<file path="config.mk">
export PLATFORM = sky130hd
export DESIGN_NAME = ac97_cmd_arbiter
export DESIGN_NICKNAME = d
export VERILOG_FILES = /design/src/rtl/ac97_cmd_arbiter.sv
export SDC_FILE = /design/constraint.sdc
export NUM_CORES = 1
export LEC_CHECK = 0
export BUFFER_PORTS_ARGS = -buffer_cell sky130_fd_sc_hd__buf_4
export CORE_MARGIN = 1
export CORE_UTILIZATION = 50
export CTS_CLUSTER_DIAMETER = 150
export CTS_CLUSTER_SIZE = 30
export DETAILED_ROUTE_END_ITERATION = 6
export PLACE_DENSITY = 0.81
export RECOVER_POWER = 100
export SLEW_MARGIN = 20
export SYNTH_ARGS = -nofsm -noshare
export SYNTH_HDL_FRONTEND = slang
export SYNTH_SLANG_ARGS = --single-unit
</file>
<file path="constraint.sdc">
create_clock -name clock -period 6.45 [get_ports clock]
set_input_delay 0.9675 -clock clock [delete_from_list [all_inputs] [get_ports clock]]
set_output_delay 0.9675 -clock clock [all_outputs]
set_load 0.1 [all_outputs]
</file>
<file path="src/rtl/ac97_cmd_arbiter.sv">
// rtl/ac97_cmd_arbiter.sv - round-robin arbiter for the shared AC97 command slot
//
// Purpose: grants one of NUM_REQ requesters at a time, presents its latched
// address/data on the command slot for HOLD_FRAMES rising edges of the frame
// strobe, then acknowledges that requester with a one-cycle req_ack pulse.
//
// Optional feature: define AC97_CMD_TIMEOUT_EN to abort a command after
// TIMEOUT_CYCLES clocks without a ready edge (req_ack + req_err pulse together).
//
// Ports:
//   clock           system clock
//   reset_b         synchronous active-low reset
//   ready           frame strobe from the assembler (bit-clock domain)
//   req_valid       per-requester request
//   req_addr        packed 8-bit register addresses, requester i at [8i+7:8i]
//   req_data        packed 16-bit write data, requester i at [16i+15:16i]
//   req_ack         one-cycle completion pulse per requester
//   req_err         one-cycle abort flag alongside req_ack
//   command_address address to the assembler (8'h80 when idle)
//   command_data    data to the assembler
//   command_valid   command slot valid
//   busy            high while not idle
//   grant_idx       current or last granted requester

module ac97_cmd_arbiter #(
    parameter int NUM_REQ        = 3,
    parameter int HOLD_FRAMES    = 2,
    parameter int TIMEOUT_CYCLES = 1048575
) (
    input  logic                    clock,
    input  logic                    reset_b,
    input  logic                    ready,
    input  logic [NUM_REQ-1:0]      req_valid,
    input  logic [8*NUM_REQ-1:0]    req_addr,
    input  logic [16*NUM_REQ-1:0]   req_data,
    output logic [NUM_REQ-1:0]      req_ack,
    output logic                    req_err,
    output logic [7:0]              command_address,
    output logic [15:0]             command_data,
    output logic                    command_valid,
    output logic                    busy,
    output logic [2:0]              grant_idx
);

    typedef enum logic [1:0] {S_IDLE, S_ISSUE, S_DONE} state_t;

    state_t      r_state;
    state_t      w_next;

    logic        r_rdy_s1;
    logic        r_rdy_s2;
    logic        r_rdy_s3;
    logic [1:0]  r_fill;
    logic        w_ready_rise;

    logic [2:0]  r_ptr;
    logic [2:0]  r_grant;
    logic [7:0]  r_addr;
    logic [15:0] r_data;
    logic [3:0]  r_frame_cnt;

    logic        w_found;
    logic [2:0]  w_sel;
    logic [7:0]  w_sel_addr;
    logic [15:0] w_sel_data;
    logic        w_hold_done;
    logic        w_timeout_hit;
    int          v_best;
    int          v_dist;

    // The synchroniser flops come out of reset at 0, so the first real samples
    // need three clocks to reach the edge flop. r_fill suppresses edge
    // detection until then, so a ready already high at reset release is never
    // mistaken for a new frame.
    always_ff @(posedge clock) begin
        if (!reset_b) begin
            r_rdy_s1 <= 1'b0;
            r_rdy_s2 <= 1'b0;
            r_rdy_s3 <= 1'b0;
            r_fill   <= 2'd0;
        end else begin
            r_rdy_s1 <= ready;
            r_rdy_s2 <= r_rdy_s1;
            r_rdy_s3 <= r_rdy_s2;
            if (r_fill != 2'd3) begin
                r_fill <= r_fill + 2'd1;
            end
        end
    end

    assign w_ready_rise = r_rdy_s2 & ~r_rdy_s3 & (r_fill == 2'd3);

    // Round robin: choose the asserted requester closest to r_ptr, measured
    // as a forward distance modulo NUM_REQ.
    always_comb begin
        w_found = 1'b0;
        w_sel   = 3'd0;
        v_best  = NUM_REQ;
        v_dist  = 0;
        for (int j = 0; j < NUM_REQ; j++) begin
            v_dist = (j >= int'(r_ptr)) ? (j - int'(r_ptr)) : (j + NUM_REQ - int'(r_ptr));
            if (req_valid[j] && (v_dist < v_best)) begin
                v_best  = v_dist;
                w_sel   = 3'(j);
                w_found = 1'b1;
            end
        end
    end

    always_comb begin
        w_sel_addr = 8'h00;
        w_sel_data = 16'h0000;
        for (int k = 0; k < NUM_REQ; k++) begin
            if (w_sel == 3'(k)) begin
                w_sel_addr = req_addr[8*k +: 8];
                w_sel_data = req_data[16*k +: 16];
            end
        end
    end

    assign w_hold_done = w_ready_rise && (r_frame_cnt == 4'(HOLD_FRAMES - 1));

`ifdef AC97_CMD_TIMEOUT_EN
    logic [19:0] r_to_cnt;
    logic        r_timed_out;

    // Counts ISSUE cycles since the last frame edge; any edge restarts it.
    assign w_timeout_hit = !w_ready_rise && (r_to_cnt == 20'(TIMEOUT_CYCLES - 1));

    always_ff @(posedge clock) begin
        if (!reset_b) begin
            r_to_cnt    <= 20'd0;
            r_timed_out <= 1'b0;
        end else if (r_state == S_ISSUE) begin
            r_to_cnt    <= w_ready_rise ? 20'd0 : r_to_cnt + 20'd1;
            r_timed_out <= w_timeout_hit;
        end else begin
            r_to_cnt <= 20'd0;
        end
    end

    assign req_err = (r_state == S_DONE) && r_timed_out;
`else
    assign w_timeout_hit = 1'b0;
    assign req_err       = 1'b0;
`endif

    // State register
    always_ff @(posedge clock) begin
        if (!reset_b) begin
            r_state <= S_IDLE;
        end else begin
            r_state <= w_next;
        end
    end

    // Next-state logic
    always_comb begin
        w_next = r_state;
        case (r_state)
            S_IDLE:  if (w_found) w_next = S_ISSUE;
            S_ISSUE: if (w_hold_done || w_timeout_hit) w_next = S_DONE;
            S_DONE:  w_next = S_IDLE;
            default: w_next = S_IDLE;
        endcase
    end

    // Grant bookkeeping and frame counting
    always_ff @(posedge clock) begin
        if (!reset_b) begin
            r_ptr       <= 3'd0;
            r_grant     <= 3'd0;
            r_addr      <= 8'h80;
            r_data      <= 16'h0000;
            r_frame_cnt <= 4'd0;
        end else begin
            case (r_state)
                S_IDLE: begin
                    if (w_found) begin
                        r_grant <= w_sel;
                        r_addr  <= w_sel_addr;
                        r_data  <= w_sel_data;
                        r_ptr   <= (w_sel == 3'(NUM_REQ - 1)) ? 3'd0 : w_sel + 3'd1;
                    end
                end
                S_ISSUE: begin
                    if (w_ready_rise) begin
                        r_frame_cnt <= r_frame_cnt + 4'd1;
                    end
                end
                default: r_frame_cnt <= 4'd0;
            endcase
        end
    end

    // Output logic
    always_comb begin
        command_valid   = 1'b0;
        command_address = 8'h80;
        command_data    = 16'h0000;
        busy            = (r_state != S_IDLE);
        grant_idx       = r_grant;
        if (r_state == S_ISSUE) begin
            command_valid   = 1'b1;
            command_address = r_addr;
            command_data    = r_data;
        end
        for (int k = 0; k < NUM_REQ; k++) begin
            req_ack[k] = (r_state == S_DONE) && (r_grant == 3'(k));
        end
    end

endmodule
</file>
# Word level (Yosys, flattened, before mapping)
# Index checks and enable logic that the tools add are counted.
# Widths: inputs -> output; s select.
# word_totals
ff_bits	41
latch_bits	0
ram_bits	0
romBits	0
in_bits	78
out_inout_bits	33
elab_cells	80
memories	0
# op_classes
add_sub_neg	9
multipliers	0
div_mod_pow	0
order_cmp	6
eq_ne	12
n_shift	0
mux	25
n_bitwise	4
reduce_logical	14
# ops
op	n
$mux 32	5
$lt 32x32->1	2
$mux 16	4
$lt 32x3->1 const B	1
$mux 8	4
$ne 2x2->1 const B	4
$pmux 4 s2	1
$sub 1x3->4 const A	2
$sub 2x3->4 const A	2
$sub 3x3->4 const A	2
$logic_and 1x1->1	7
$eq 3x1->1 const B	2
$eq 3x2->1 const B	2
$ge 1x3->1 const A	2
$logic_not 3->1	2
$mux 3	2
$reduce_and 2->1	3
$mux 1	5
$add 4x1->4 const B	1
$eq 2x2->1 const B	2
$eq 4x1->1 const B	1
$mux 2	2
$mux 4	1
$pmux 2 s2	1
8 further kinds	10

# Depth between registers and ports, before layout
# Gate-level depths: netlist of run 1.
# depth
depth_word	15
depth_mapped	30

# Least setup slack after synthesis of run 1
# OpenSTA, ideal clock, no wires.
# synth_path
path_type	flip-flop to flip-flop
from	reg, netlist name grant_idx[0]
to	reg r_addr[0]
setup_ps	136
t_arrival_ps	5287
required_ps	6314
path_slack_ps	1026
stages_incl_launch_ff	27
path_buffers	6
path_cell_list	dfxtp_1 -> inv_1 -> ha_1 -> nor2b_1 -> nand3b_2 -> o21ai_0 -> clkbuf_1 -> clkbuf_1 -> o21ai_0 -> ha_1 -> or4bb_1 -> a21o_1 -> nand2b_1 -> buf_2 -> clkbuf_1 -> a21oi_1 -> ha_1 -> nor2_1 -> nand2_1 -> nor2_1 -> o2111ai_1 -> a211oi_2 -> o41ai_1 -> and2_1 -> buf_6 -> buf_12 -> o2bb2ai_2
# synth_rtl
element	line_no	source
end signal, assigned	181	r_addr <= w_sel_addr;
end, declared	58	logic [7:0] r_addr;

==> metrics.yaml, run 1 <==
clock_network:
  clkLatencyLatePin_ns: 0.31
  ctsHtreeMaxLevel: 2
  cts_sinks: 39
  cts_resized: 0
  cts_hold_buffers: 0
  clockRootBuffer: "clkbuf_8"
  post_cts_buffers: 0
  clockBufferDepth: 2
  cts_tree: "done"
  clk_pin_slew_ns: 0.09
  cts_made_buffers: 5
global_routing:
  overflow: 0
  grt_util_all_layers: 0.265
  grt_antenna_before_repair: 0
  grt_max_degree: 31
  grt_pass1_wl_mm: 13.1
  grt_pass1_vias: 2809
detailed_routing:
  first_pass_iters: 5
  drt_first_iter_violations: 246
  wl_per_cell_um: 15.3
  ant_nets: 0
  drt-vias-per-instance: 5.61
  wl_met2_mm: 3.83
  routed_wirelength_mm: 7.89
  top_layer: "met4"
  dr_wl_met3_um: 488
  drc_errors: 0
  num_vias: 2893
  route.layer.met1.wl_mm: 3.45
logic_synthesis:
  synth_top_cell_by_area: "dfxtp_1"
  syn-mean-instance-area_um2: 8.51
  ys_ff_latch: 39
  yosysMostFrequentCell: "o21ai_0"
  synth_top_area_frac: 0.265
  yosys_warnings: 0
  synthesis.area_um2: 2950
  synth_edf_count: 0
  synth_common_cells: "o21ai_0, dfxtp_1, nand2_1"
  netlist_instances: 346
  ys_seq_area_frac: 0.265
  ys_async_sr_fraction: 0
  synth_ff_type: "dfxtp_1"
  synth_area_leaders: "dfxtp_1, o2bb2ai_2, o21ai_0, mux2i_1, ha_1"
  yosysUniqueCellTypes: 52
pwr:
  pwr-share-comb: 0.664
  p_sw_mw: 0.867
  p_per_area_nw_per_um2: 445
  p_int_mw: 0.745
  pwr-share-clk: 0.130
  ir_drop_uv: 259
  power_leakage_nw: 1.61
  switching_share: 0.538
  seqPwrFrac: 0.206
sta:
  rsz0062_at_grt: "no"
  period_share: 0.883
  relSlewSlack: 0.194
  setup-tns-final_ns: 0
  fmax_ghz: 0.176
  fin_crit_ns: 5.70
  hold_viol: 0
  hold_ws_ns: 0.463
  slew_violations: 0
  worst_slew_pin_slew_ns: 1.21
  finalClockSkew_ns: 0.0107
  setup_viol: 0
setup_path:
  cp_max_fo: 30
  cp-start-kind: "flop"
  end_kind: "flop"
  crit_required_ns: 6.63
  rrSetupSlack_ns: 0.75
  crit_arrival_ns: 5.88
  path_class: "reg -> reg"
floorplanning:
  core-area_um2: 5610
  rows: 27
  die_h_um: 78.8
  start_util: 0.525
  die-area_um2: 6200
  fp.dieW_um: 78.8
  ios: 111
placement:
  gp_congestion: 0.914
  io_buffers: 108
  dp_hpwl_mm: 5.72
finish:
  final_core_util: 0.645
  area_delta_synth_final_pct: 22.9
  final_nets: 540
  layout-drive-gt1-share: 0.234
  diodes: 0
job:
  cap_viol_max_count: 0
min_path:
  worstHoldPathType: "reg -> reg"
status:
  status: "finished clean"
[metal layers]
metal,track usage,up-vias
met5,0,-
met4,0.0889,0
met3,0.0552,11
met2,0.431,112
met1,0.346,1357
li1,-,1413
[worst max-delay path, cell delays in order (launching register included)]
cell,delay (ns)
dfxtp_1,0.55
inv_1,0.22
ha_1,0.32
ha_1,0.20
nor2b_1,0.14
o21ai_2,0.12
o21ai_2,0.09
buf_4,0.32
o21ai_0,0.21
ha_1,0.22
or4bb_1,0.55
a21o_1,0.20
nand2b_1,0.07
buf_4,0.26
a21oi_1,0.11
ha_1,0.20
nor2_1,0.14
nand2_1,0.07
nor2_1,0.09
o2111ai_1,0.12
a211oi_1,0.57
o41ai_1,0.22
and2_0,0.20
buf_4,0.22
o2bb2ai_1,0.16
[sequential cells by signal (all words and copies together), names as in the netlist]
| name | count |
|---|---|
| r_ptr | 2 |
| r_data | 16 |
| grant_idx | 2 |
| r_rdy_s2 | 1 |
| r_frame_cnt | 4 |
| r_state | 2 |
| r_rdy_s3 | 1 |
| r_fill | 2 |
| r_rdy_s1 | 1 |
| r_addr | 8 |
[cells by family after synthesis]
| kind of cell | Yosys count | share of synthesized area |
|---|---|---|
| adders and majority gates | 19 | 0.0807 |
| muxes | 25 | 0.0854 |
| DFF | 39 | 0.265 |
| xor gates and xnor gates | 6 | 0.0178 |
| buffers and inverters | 36 | 0.0692 |
| and+or+nand+nor | 109 | 0.197 |
| other | 1 | 0.00127 |
| AOI/OAI and AO/OA | 111 | 0.283 |
[final timing paths]
path                startpoint         end  cells after the start
setup / recovery  grant_idx[0]  r_data[15]                     24
hold / removal       r_addr[3]   r_addr[3]                      1
setup reg to reg  grant_idx[0]  r_data[15]                     24
hold reg to reg      r_addr[3]   r_addr[3]                      1
[power by group through the flow]
stage | Clock, mW | Combinational, mW | Sequential, mW
after global routing | 0.222 | 1.17 | 0.340
final | 0.210 | 1.07 | 0.332
after detailed placement | 0 | 1.15 | 0.339
after global placement | 0 | 1.12 | 0.340
after CTS | 0.211 | 1.15 | 0.336
after floorplan | 0 | 0.945 | 0.337
[metrics by stage]
| step | instance area (um2) | cells | total power [mW] | worst slack, ns |
|---|---|---|---|---|
| 2_1_floorplan | 2950 | 347 | 1.28 | 1.03 |
| 3_3_place_gp | 3740 | 508 | 1.46 | 1.16 |
| 3_5_place_dp | 3740 | 508 | 1.49 | 0.957 |
| 4_1_cts | 3860 | 516 | 1.70 | 0.916 |
| 5_1_grt | 3620 | 516 | 1.73 | 0.292 |
| 6_report | 3620 | 516 | 1.61 | 0.755 |
[final cells by class]
type | instances | area, um2
fillers | 534 | 1990
clock inverters | 3 | 43.8
repair buffers | 115 | 743
clock buffers | 5 | 68.8
flip-flops and latches | 39 | 781
inverters | 10 | 37.5
well taps | 72 | 90.1
multi-input cells | 272 | 1850
[cells in the final DEF, fill, tap and decap left out, types with 2 or more instances in the layout]
cell       count
o21ai_2        2
nor4b_1        3
and2_0         3
ha_1          19
clkbuf_8       5
clkbuf_1      32
mux2i_1       24
nor2b_1        2
a21oi_2        2
nor2_1        24
o2bb2ai_2      2
a211oi_1       4
xnor2_1        3
nand2b_1       3
xor2_1         3
o211ai_1       4
and2_1        26
nand2_1       33
buf_4         83
inv_1         10
conb_1         2
o2bb2ai_1     21
a21oi_1       10
o21ai_0       57
dfxtp_1       39
Note: power is estimated with default switching activity, not from simulation.
==> run 2: changes to the inputs <==
CORE_ASPECT_RATIO = 0.6   (was default)
==> metrics.yaml, run 2 (synthesized netlist as in run 1, its figures left out) <==
status:
  status: "finished clean"
sta:
  rsz0062_at_grt: "no"
  fin_crit_ns: 5.87  # +0.171 ns
  setup_viol: 0  # unchanged
  slew_violations: 0  # unchanged
  worst_slew_pin_slew_ns: 1.20  # -0.0168 ns
  hold_viol: 0  # unchanged
  setup-tns-final_ns: 0  # unchanged
  fmax_ghz: 0.170  # -2.9%
  finalClockSkew_ns: 0.00592  # -0.00474 ns
  relSlewSlack: 0.205  # +0.0111
  period_share: 0.909  # +0.0265
detailed_routing:
  wl_per_cell_um: 15.3  # +0.20%
  first_pass_iters: 5  # unchanged
  drt-vias-per-instance: 5.56  # -0.76%
  drt_first_iter_violations: 123  # -50%
  num_vias: 2910  # +0.59%
  drc_errors: 0  # unchanged
  ant_nets: 0  # unchanged
  routed_wirelength_mm: 8.02  # +1.6%
clock_network:
  cts_hold_buffers: 0  # unchanged
  clockBufferDepth: 2  # unchanged
  post_cts_buffers: 0  # unchanged
  cts_sinks: 39  # unchanged
  cts_made_buffers: 5  # unchanged
  cts_tree: "done"
  clk_pin_slew_ns: 0.08  # about the same
  clockRootBuffer: "clkbuf_8"
  cts_resized: 0  # unchanged
  clkLatencyLatePin_ns: 0.29  # -0.02 ns
  ctsHtreeMaxLevel: 2  # unchanged
setup_path:
  end_kind: "flop"
  path_class: "reg -> reg"
  slowest_delay_ns: 0.60  # +0.03 ns
  path_buf_inv: 3  # -1
  crit_path_frequent_cell: "ha_1"
  crit_required_ns: 6.62  # about the same
  crit_chain: "inv_1 > ha_1 > nor2b_1 > nand3b_2 > o21ai_2 > o21ai_0 > ha_1 > or4bb_1 > a21o_1 > nand2b_1 > buf_4 > a21oi_1 > ha_1 > nor2_1 > nand2_1 > nor2_1 > o2111ai_1 > a211oi_2 > o41ai_1 > and2_1 > buf_4 > o2bb2ai_1"
  cp-start-kind: "flop"
  crit_family: "compound AO/OA/AOI/OAI gates"
  cp_slowest_cell: "dfxtp_1"
  cp_max_fo: 26  # -13%
  crit_arrival_ns: 6.03  # +0.15 ns
global_routing:
  grt_util_all_layers: 0.263  # -0.00237
  grt_max_degree: 29  # -6.5%
  overflow: 0  # unchanged
  grt_antenna_before_repair: 0  # unchanged
  grt_pass1_wl_mm: 12.6  # -3.9%
  grt_pass1_vias: 2589  # -7.8%
finish:
  top_regs: "r_data (16), r_addr (8), r_frame_cnt (4)"
  fin_cells: 523  # +1.4%
  largest_register_ffs: 16  # unchanged
  multi_input_area_um2: 1890  # +2.1%
  final_common_cell: "buf_4"
  fillers: 513  # -3.9%
  diodes: 0  # unchanged
  final_nets: 539  # -0.19%
  area_delta_synth_final_pct: 24.9
  final_cell_mix: "buf_4, o21ai_0, dfxtp_1"
  top_register: "r_data"
  seq_area_um2: 781  # unchanged
  layout-drive-gt1-share: 0.244  # +0.00956
floorplanning:
  die_h_um: 61.5  # -22%
  die-area_um2: 6210  # +0.16%
  start_util: 0.524  # -0.00140
  fp.dieW_um: 101  # +28%
  core-area_um2: 5620  # +0.27%
  rows: 21  # -22%
  ios: 111  # unchanged
job:
  cap_viol_max_count: 0  # unchanged
placement:
  placed_cells: 515  # +1.4%
  io_buffers: 108  # unchanged
  dp_hpwl_mm: 5.96  # +4.3%
  gp_congestion: 0.935  # +2.3%
pwr:
  p_total_mw: 1.67  # +3.8%
  ir_drop_uv: 229  # -12%
  power_leakage_nw: 1.63  # +1.1%
  p_per_area_nw_per_um2: 455  # +2.1%
min_path:
  worstHoldPathType: "reg -> reg"
run 2: cell types whose count changed in the layout (fill, tap and decap cells not counted), sizes merged:
cell    previous run  this run
bufinv             1         2
clkbuf            37        38
clkinv             2         0
buf               83        82
run 2: stage by stage:
step	setup WS, ns	hold WS [ns]	util	instance area, um2
floorplan	1.03	0.412	-	2950
global placement	0.998	0.440	0.666	3740
detailed placement	0.727	0.442	0.666	3740
CTS	0.642	0.463	0.689	3870
global route	0.180	0.471	0.654	3680
finish	0.584	0.464	0.654	3680
run 2: final timing paths:
| check | startpoint | endpoint | slack (ns) | depth (start not counted) |
|---|---|---|---|---|
| hold / removal | r_data[11] | r_data[11] | 0.46 | 1 |
| setup / recovery | grant_idx[0] | r_data[15] | 0.58 | 22 |
| setup reg to reg | grant_idx[0] | r_data[15] | 0.58 | 22 |
| hold reg to reg | r_data[11] | r_data[11] | 0.46 | 1 |
run 2: power breakdown:
part	internal (mW)	leakage (nW)	total (mW)	switching (mW)
clock	0.155	0.0654	0.242	0.0878
sequential	0.294	0.320	0.334	0.0395
combinational	0.344	1.25	1.10	0.753
run 2: final cells by class:
| type | instances | area share |
|---|---|---|
| Clock buffer | 6 | 0.0197 |
| Clock inverter | 2 | 0.0163 |
| Inverter | 10 | 0.0102 |
| Multi-Input combinational cell | 272 | 0.514 |
| Sequential cell | 39 | 0.212 |
| Tap cell | 80 | 0.0272 |
| Timing Repair Buffer | 114 | 0.200 |
run 2: layer usage:
layer / GRT usage / vias up / share of wire
li1: - / 1412 / -
met1: 0.360 / 1341 / 0.45
met2: 0.406 / 149 / 0.44
met3: 0.0795 / 8 / 0.096
met4: 0.0683 / 0 / 0.0087
met5: 0 / - / 0
==> run 3: changes to the inputs <==
ABC_AREA = 1   (was default)
CORE_UTILIZATION = 49   (was 50)
clock period = 5.6 ns   (was 6.45 ns; I/O delays follow)
==> metrics.yaml, run 3 <==
pwr:
  seqPwrFrac: 0.175  # -0.024
  ir_drop_uv: 338  # +47%
  switching_share: 0.591  # +0.0655
  pwr-share-comb: 0.723  # +0.067
  p_int_mw: 0.916  # +15%
  p_sw_mw: 1.33  # +51%
  pwr-share-clk: 0.102  # -0.043
  power_leakage_nw: 1.82  # +12%
  p_per_area_nw_per_um2: 630  # +39%
detailed_routing:
  drt_first_iter_violations: 145  # +18%
  drt-vias-per-instance: 5.03  # -9.6%
  num_vias: 3175  # +9.1%
  drc_errors: 0  # unchanged
  wl_per_cell_um: 12.0  # -22%
  first_pass_iters: 5  # unchanged
  routed_wirelength_mm: 7.55  # -5.8%
  ant_nets: 0  # unchanged
floorplanning:
  core-area_um2: 5280  # -6.1%
  fp.dieW_um: 99.7  # -1.3%
  die_h_um: 60.6  # -1.3%
  die-area_um2: 6050  # -2.6%
  ios: 111  # unchanged
  start_util: 0.532  # +0.00818
  rows: 20  # -4.8%
logic_synthesis:
  yosys_warnings: 0  # unchanged
  ys_ff_latch: 39  # unchanged
  synth_ff_type: "dfxtp_1"
  yosysUniqueCellTypes: 25  # -52%
  yosysMostFrequentCell: "nand2_1"
  ys_async_sr_fraction: 0  # unchanged
  synth_top_area_frac: 0.278  # +0.0129
  synth_common_cells: "nand2_1, nor2_1, nand3_1"
  synthesis.area_um2: 2810  # -4.6%
  synth_edf_count: 0  # unchanged
  ys_seq_area_frac: 0.278  # +0.0129
  synth_top_cell_by_area: "dfxtp_1"
  synth_area_leaders: "dfxtp_1, nand2_1, nand3_1, nor2_1, ha_1"
  syn-mean-instance-area_um2: 6.09  # -28%
  netlist_instances: 461  # +33%
finish:
  final_core_util: 0.673  # +0.0190
  top_regs: "r_data (16), r_addr (8), r_frame_cnt (4)"
  seq_area_um2: 781  # unchanged
  area_delta_synth_final_pct: 26.6
  final_nets: 651  # +21%
  design_area_um2: 3560  # -3.4%
  final_cell_mix: "nand2_1, nor2_1, nand3_1"
  fillers: 521  # +1.6%
  multi_input_area_um2: 1680  # -11%
  largest_register_ffs: 16  # unchanged
  diodes: 0  # unchanged
  layout-drive-gt1-share: 0.175  # -0.0687
  top_register: "r_data"
  final_common_cell: "nand2_1"
setup_path:
  crit_path_frequent_cell: "nand2_1"
  crit_family: "simple AND/OR/NAND/NOR gates"
  end_kind: "flop"
  path_class: "reg -> reg"
  reg2reg_depth: 26  # +18%
  rrSetupSlack_ns: 0.52  # -0.06 ns
  crit_arrival_ns: 5.26  # -0.77 ns
  slowest_delay_ns: 0.53  # -0.07 ns
  cp-start-kind: "flop"
  crit_required_ns: 5.78  # -0.84 ns
  path_buf_inv: 2  # -1
  cp_max_fo: 52  # +100%
  cp_slowest_cell: "dfxtp_1"
  r2r-end: "r_data[14]"
  r2r-start: "grant_idx[0]"
clock_network:
  cts_resized: 0  # unchanged
  clkLatencyLatePin_ns: 0.29  # about the same
  ctsHtreeMaxLevel: 2  # unchanged
  clockBufferDepth: 2  # unchanged
  cts_tree: "done"
  cts_sinks: 39  # unchanged
  clk_pin_slew_ns: 0.07  # about the same
  clockRootBuffer: "clkbuf_8"
  cts_hold_buffers: 0  # unchanged
  post_cts_buffers: 0  # unchanged
  cts_made_buffers: 5  # unchanged
sta:
  worst_slew_pin_slew_ns: 1.42  # +0.224 ns
  setup_viol: 0  # unchanged
  fin_crit_ns: 5.08  # -0.788 ns
  period_share: 0.907  # -0.00269
  hold_viol: 0  # unchanged
  fmax_ghz: 0.197  # +16%
  rsz0062_at_grt: "no"
  finalClockSkew_ns: 0.00341  # -0.00250 ns
  setup-tns-final_ns: 0  # unchanged
  slew_violations: 0  # unchanged
  relSlewSlack: 0.0523  # -0.153
job:
  cap_viol_max_count: 0  # unchanged
status:
  status: "finished clean"
placement:
  placed_area_um2: 3580  # -4.4%
  gp_congestion: 0.911  # -2.5%
  io_buffers: 108  # unchanged
  dp_hpwl_mm: 5.61  # -5.9%
min_path:
  hold_depth: 2  # +1
  hold_path_end: "r_rdy_s3"
  worstHoldPathType: "reg -> reg"
  min_from: "r_rdy_s2"
global_routing:
  grt_max_degree: 53  # +83%
  grt_pass1_vias: 2744  # +6.0%
  grt_util_all_layers: 0.255  # -0.00768
  overflow: 0  # unchanged
  grt_pass1_wl_mm: 12.2  # -3.1%
  grt_antenna_before_repair: 0  # unchanged
-- run 3: metal layers --
| metal | track usage | wire length, um |
|---|---|---|
| met5 | 0 | 0 |
| met2 | 0.413 | 3250 |
| met1 | 0.360 | 3670 |
| met3 | 0.0472 | 583 |
| met4 | 0.0546 | 38 |
-- run 3: per-stage QoR --
step | total power [mW] | hold slack (ns) | worst slack, ns | instances
after floorplan | 1.82 | 0.390 | 0.957 | 462
after global placement | 2.02 | 0.395 | 0.972 | 624
after detailed placement | 2.06 | 0.413 | 0.711 | 624
after CTS | 2.30 | 0.432 | 0.679 | 631
after global routing | 2.44 | 0.469 | 0.110 | 631
final | 2.24 | 0.432 | 0.522 | 631
-- run 3: cells by family after synthesis --
logic type	share of synthesized area
AOI/OAI and AO/OA	0.0610
xor gates and xnor gates	0.00624
adders and majority gates	0.0846
buffers and inverters	0.124
DFF	0.278
muxes	0.00356
other	0.00134
and+or+nand+nor	0.441
-- run 3: worst max path at each step --
stage | endpoint | slack (ns) | cells after the start | from
after floorplan | command_address[0] | 0.96 | 5 | r_state[0]
after global placement | r_data[13] | 0.97 | 27 | grant_idx[0]
after detailed placement | r_data[12] | 0.71 | 26 | grant_idx[0]
after CTS | r_data[4] | 0.68 | 26 | grant_idx[0]
after global routing | r_data[14] | 0.11 | 26 | grant_idx[0]
final | r_data[14] | 0.52 | 26 | grant_idx[0]
-- run 3: final cells by class --
class                   instances  area share
clock buffers                   6      0.0204
clock inverters                 1     0.00844
inverters                      51      0.0538
multi-input cells             347       0.472
flip-flops and latches         39       0.220
well taps                      77      0.0271
repair buffers                110       0.198
-- run 3: power groups by stage --
| stage | Clock, mW | Combinational [mW] | Sequential [mW] |
|---|---|---|---|
| finish | 0.228 | 1.62 | 0.392 |
| global route | 0.241 | 1.80 | 0.399 |
| CTS | 0.231 | 1.67 | 0.392 |
| detailed placement | 0 | 1.66 | 0.398 |
| global placement | 0 | 1.63 | 0.395 |
| floorplan | 0 | 1.41 | 0.400 |
-- run 3: tightest hold or removal path, stage by stage (launching register included) --
cell and delay (ns):
dfxtp_1 0.32, nand2_1 0.05, inv_1 0.03
